==> src/rtl/mem_arbiter.sv <==
// rtl/mem_arbiter.sv - three-port round-robin arbiter in front of a single-port RAM
module mem_arbiter #(
  parameter int WORD_WIDTH = 16,
  parameter int NPORTS     = 3
) (
  input  logic                         clk,
  input  logic                         rst,
  input  logic [NPORTS-1:0]            req,
  input  logic [NPORTS-1:0]            we,
  input  logic [NPORTS*WORD_WIDTH-1:0] addr,
  input  logic [NPORTS*WORD_WIDTH-1:0] wdata,
  output logic [NPORTS-1:0]            ack,
  output logic [WORD_WIDTH-1:0]        rdata,
  output logic [NPORTS-1:0]            grant,
  output logic                         busy,
  output logic [WORD_WIDTH-1:0]        mem_addr,
  output logic [WORD_WIDTH-1:0]        mem_wdata,
  output logic                         mem_we,
  input  logic [WORD_WIDTH-1:0]        mem_rdata
);

  localparam int IDX_W = (NPORTS > 1) ? $clog2(NPORTS) : 1;
  localparam logic [IDX_W-1:0] LAST_IDX = IDX_W'(NPORTS - 1);
  localparam logic [NPORTS-1:0] ONE_HOT0 = {{(NPORTS-1){1'b0}}, 1'b1};

  typedef enum logic [1:0] {IDLE, BUSY, CAPTURE, ACK} state_t;

  state_t                  state, state_nx;
  logic [IDX_W-1:0]        last_grant, last_grant_nx;
  logic [IDX_W-1:0]        win, win_nx;
  logic                    lat_we, lat_we_nx;
  logic [NPORTS-1:0]       ack_nx, grant_nx;
  logic                    busy_nx, mem_we_nx;
  logic [WORD_WIDTH-1:0]   rdata_nx, mem_addr_nx, mem_wdata_nx;
  logic                    pick_valid;
  logic [IDX_W-1:0]        pick, cand;

  // Walk the ports cyclically starting just after last_grant; first requester wins.
  always_comb begin
    pick_valid = 1'b0;
    pick       = last_grant;
    cand       = last_grant;
    for (int k = 0; k < NPORTS; k++) begin
      cand = (cand == LAST_IDX) ? '0 : cand + IDX_W'(1);
      if (!pick_valid && req[cand]) begin
        pick_valid = 1'b1;
        pick       = cand;
      end
    end
  end

  always_comb begin
    state_nx      = state;
    last_grant_nx = last_grant;
    win_nx        = win;
    lat_we_nx     = lat_we;
    ack_nx        = '0;
    grant_nx      = grant;
    busy_nx       = busy;
    mem_we_nx     = 1'b0;
    rdata_nx      = rdata;
    mem_addr_nx   = mem_addr;
    mem_wdata_nx  = mem_wdata;
    case (state)
      IDLE: begin
        grant_nx = '0;
        busy_nx  = 1'b0;
        if (pick_valid) begin
          // mem_addr/mem_wdata double as the request latch: they hold until the next grant.
          state_nx     = BUSY;
          win_nx       = pick;
          lat_we_nx    = we[pick];
          mem_we_nx    = we[pick];
          mem_addr_nx  = addr[WORD_WIDTH*pick +: WORD_WIDTH];
          mem_wdata_nx = wdata[WORD_WIDTH*pick +: WORD_WIDTH];
          grant_nx     = ONE_HOT0 << pick;
          busy_nx      = 1'b1;
        end
      end
      BUSY: begin
        state_nx = CAPTURE;
      end
      CAPTURE: begin
        if (!lat_we) rdata_nx = mem_rdata;
        ack_nx   = grant;
        state_nx = ACK;
      end
      ACK: begin
        last_grant_nx = win;
        grant_nx      = '0;
        busy_nx       = 1'b0;
        state_nx      = IDLE;
      end
      default: begin
        grant_nx = '0;
        busy_nx  = 1'b0;
        state_nx = IDLE;
      end
    endcase
  end

  always_ff @(posedge clk) begin
    if (!rst) begin
      state      <= IDLE;
      last_grant <= LAST_IDX;
      win        <= '0;
      lat_we     <= 1'b0;
      ack        <= '0;
      grant      <= '0;
      busy       <= 1'b0;
      mem_we     <= 1'b0;
      rdata      <= '0;
      mem_addr   <= '0;
      mem_wdata  <= '0;
    end else begin
      state      <= state_nx;
      last_grant <= last_grant_nx;
      win        <= win_nx;
      lat_we     <= lat_we_nx;
      ack        <= ack_nx;
      grant      <= grant_nx;
      busy       <= busy_nx;
      mem_we     <= mem_we_nx;
      rdata      <= rdata_nx;
      mem_addr   <= mem_addr_nx;
      mem_wdata  <= mem_wdata_nx;
    end
  end

endmodule

==> config.mk <==
export PLATFORM = sky130hd
export DESIGN_NAME = mem_arbiter
export DESIGN_NICKNAME = d
export VERILOG_FILES = /design/src/rtl/mem_arbiter.sv
export SDC_FILE = /design/constraint.sdc
export NUM_CORES = 1
export LEC_CHECK = 0
export ABC_AREA = 1
export CORE_UTILIZATION = 40
export CTS_CLUSTER_SIZE = 16
export DETAILED_ROUTE_END_ITERATION = 6
export PLACE_DENSITY = 0.86
export SYNTH_ARGS = -nofsm -noshare
export SYNTH_HDL_FRONTEND = slang
export SYNTH_SLANG_ARGS = --single-unit
==> constraint.sdc <==
create_clock -name clk -period 2.16 [get_ports clk]
set_input_delay 0.216 -clock clk [delete_from_list [all_inputs] [get_ports clk]]
set_output_delay 0.216 -clock clk [all_outputs]
set_load 0.05 [all_outputs]
==> metrics.md <==
| Metric | Value |
|---|---|
| WP data required | 2390 ps |
| Yosys cell types | 26 |
| Critical path class | flip-flop to flip-flop |
| Critical path startpoint category | flip-flop |
| Cts bufs inserted | 9 |
| Cell count after placement | 770 |
| Worst Skew | 7.85 ps |
| Largest net degree at the start of global routing | 51 |
| # setup viols final | 0 |
| Die W | 94.1 µm |
| Layout filler cell count | 668 |
| DRC Markers | 0 |
| Vias in the first global route | 3872 |
| Netlist Area Pre-Place | 3390 µm² |
| Post-Syn Nets | 637 |
| Worst-case vdd ir drop | 0.752 mV |
| Dpl hpwl | 8.29 mm |
| # diodes | 0 |
| Max_slew headroom | 63.7% |
| Fin crit share | 90.0% |
| # nets final | 800 |
| Port bufs | 175 |
| Crit end category | flip-flop |
| Final std cells w/o fill | 786 |
| Clk_lat worst skew | 340 ps |
| Routed len/inst | 14.5 µm |
| Iteration-0 DRC Markers | 248 |
| DRT antenna net count | 0 |
| CP max FO | 21 |
| Via density | 5.28 |
| Status | complete, no violations |
| WL final | 11.4 mm |
| TritonCTS clock tree | built |
| Worst-margin pin slew | 543 ps |
| Max clock buf depth | 2 |
| MaxCap Viol Count | 0 |
| Hold Path Class | flip-flop to flip-flop |
| Register area | 1260 µm² |
| Slew Viols, Final | 0 |
| P&R area growth vs syn | 61.1% |
| Cell Pwr Density | 1500 nW/µm² |
| All-Layer GR Usage | 25.6% |
| F_max | 0.514 GHz |
| Clock Sinks | 63 |
| RSZ-0062 raised after global routing | no |
| Synth Instances | 513 |
| Share of layout cells above drive strength 1 | 7.93% |
| RePlAce Congestion | 0.825 |
| Htree depth | 3 |
| Ys Warns | 0 |
| First-pass GRT wire length | 17.7 mm |
| Flops & latches, synth | 63 |
| Fin util | 66.5% |
| Die height | 94.1 µm |
| Area of the multi-input gates | 1860 µm² |
| P_leak | 0.00233 µW |
| Post-CTS setup buffer count | 0 |
| Ports | 176 |
| Row count | 33 |
| Clock Pin Slew Worst Setup and Hold Paths | 80 ps |
| DRT Pass-1 Iters | 4 |
| Hold Slack | 451 ps |
| Global route overflow | 0 |
| Syn Area/Cell | 6.61 µm² |
| Initial Util | 41.3% |
| Core Footprint | 8220 µm² |
| Final min period | 1940 ps |
| CTS root buf | clkbuf_8 |
| Via count | 4151 |
| WP data arrival | 2170 ps |
| Die area | 8860 µm² |
| Initial antenna violation count | 0 |
| Seq/Total Area, Yosys | 37.2% |
| Final hold violation count | 0 |
-- placed cells by master, fill, tap and decap left out, types with 2 or more instances in the layout --
cell	instances
a21oi_1	9
buf_12	3
buf_4	12
bufinv_16	2
clkbuf_8	9
clkdlybuf4s50_1	175
clkinv_4	2
clkinvlp_4	2
dfxtp_1	61
dfxtp_2	2
ha_1	4
inv_1	17
inv_2	5
nand2_1	88
nand2_2	5
nand3_1	78
nand3_2	4
nand4_1	35
nor2_1	105
nor2_2	2
o21ai_0	52
-- Yosys cell counts --
| cell | number | area (µm²) |
|---|---|---|
| o21ai_2 | 2 | 17.5 |
| nand4_1 | 35 | 219 |
| buf_4 | 8 | 60.1 |
| buf_2 | 16 | 80.1 |
| buf_1 | 3 | 11.3 |
| buf_6 | 1 | 11.3 |
| clkbuf_1 | 9 | 33.8 |
| nor3_1 | 1 | 5.00 |
| nand2_2 | 5 | 31.3 |
| nor2_2 | 2 | 12.5 |
| inv_1 | 17 | 63.8 |
| nand2_4 | 1 | 11.3 |
| a211oi_1 | 1 | 7.51 |
| inv_2 | 5 | 18.8 |
| dfxtp_1 | 63 | 1260 |
| o21ai_1 | 1 | 5.00 |
| nand3_1 | 78 | 390 |
| nand2_1 | 88 | 330 |
| a21oi_1 | 9 | 45.0 |
| o21ai_0 | 52 | 260 |
| nand3_2 | 4 | 40.0 |
| nor2_1 | 105 | 394 |
| ha_1 | 4 | 50.1 |
| clkbuf_2 | 1 | 5.00 |
| nand3_4 | 1 | 17.5 |
| nor2_4 | 1 | 11.3 |
-- per-layer routing --
layer,wire length [µm],share of wire (%),up-vias,track usage (%)
met5,0,0,-,0
met4,279,2.5,0,11.5
met3,956,8.4,25,6.31
met2,5540,49,205,45.4
met1,4600,40,1881,28.7
li1,-,-,2040,-
-- path summary, 6_finish.rpt --
check                                                 from                        end  depth (start not counted)  slack [ps]
worst max-delay path            last_grant[0]$_SDFFE_PN0N_  mem_wdata[1]$_SDFFE_PN0P_                         11         220
worst max register to register  last_grant[0]$_SDFFE_PN0N_  mem_wdata[1]$_SDFFE_PN0P_                         11         220
worst min register to register       grant[2]$_SDFFE_PN0P_          ack[2]$_SDFF_PN0_                          2         450
worst min-delay path                 grant[2]$_SDFFE_PN0P_          ack[2]$_SDFF_PN0_                          2         450
-- registers in the layout, summed over array words and instances, names as in the netlist --
register,cells
mem_addr,16
grant,3
busy,1
win,2
state,2
rdata,16
lat_we,1
last_grant,2
ack,3
mem_we,1
mem_wdata,16
-- repair_timing --
item                       4_1_cts  5_1_grt
hold buffers                     0        0
setup endpoints to repair        0       27
gates resized for setup          0        3
-- metrics by stage --
| step | TNS (ps) | total power (µW) | cell area (µm²) | setup slack, ps |
|---|---|---|---|---|
| floorplan | 0 | 5440 | 3390 | 450 |
| global placement | 0 | 6940 | 5230 | 103 |
| detailed placement | -287 | 7060 | 5230 | -70.7 |
| CTS | 0 | 8220 | 5450 | 79.2 |
| global route | 0 | 8730 | 5470 | 71.4 |
| finish | 0 | 8220 | 5470 | 215 |
-- report_power, final --
part	switching [µW]	total, µW	internal (µW)
Clock	493	1140	651
Combinational	3390	5140	1750
Sequential	279	1940	1660
-- critical path, cell delays in order (launching register included) --
cell and delay, ps:
dfxtp_2 390, nor2_4 190, nand2_1 130, nand3_4 150
nand2_2 130, nand3_1 110, nand3_2 150, buf_4 260
nand4_1 90, nand2_1 50, nor2_1 120, nor2_1 50
-- final cells by class --
class	count	area share [%]
timing repair buffer	190	34.8
clock buffer	9	2.27
tap	105	2.40
clock inverter	7	1.79
multi-input combinational	390	34.1
inverter	22	1.51
sequential	63	23.1
-- logic make-up after synthesis --
family | share of synthesized area (%)
compound gates | 9.88
fa+ha+maj | 1.47
buf+inv | 8.37
flops | 37.2
simple gates | 43.1
No activity file was read; power rests on OpenSTA's default activity.
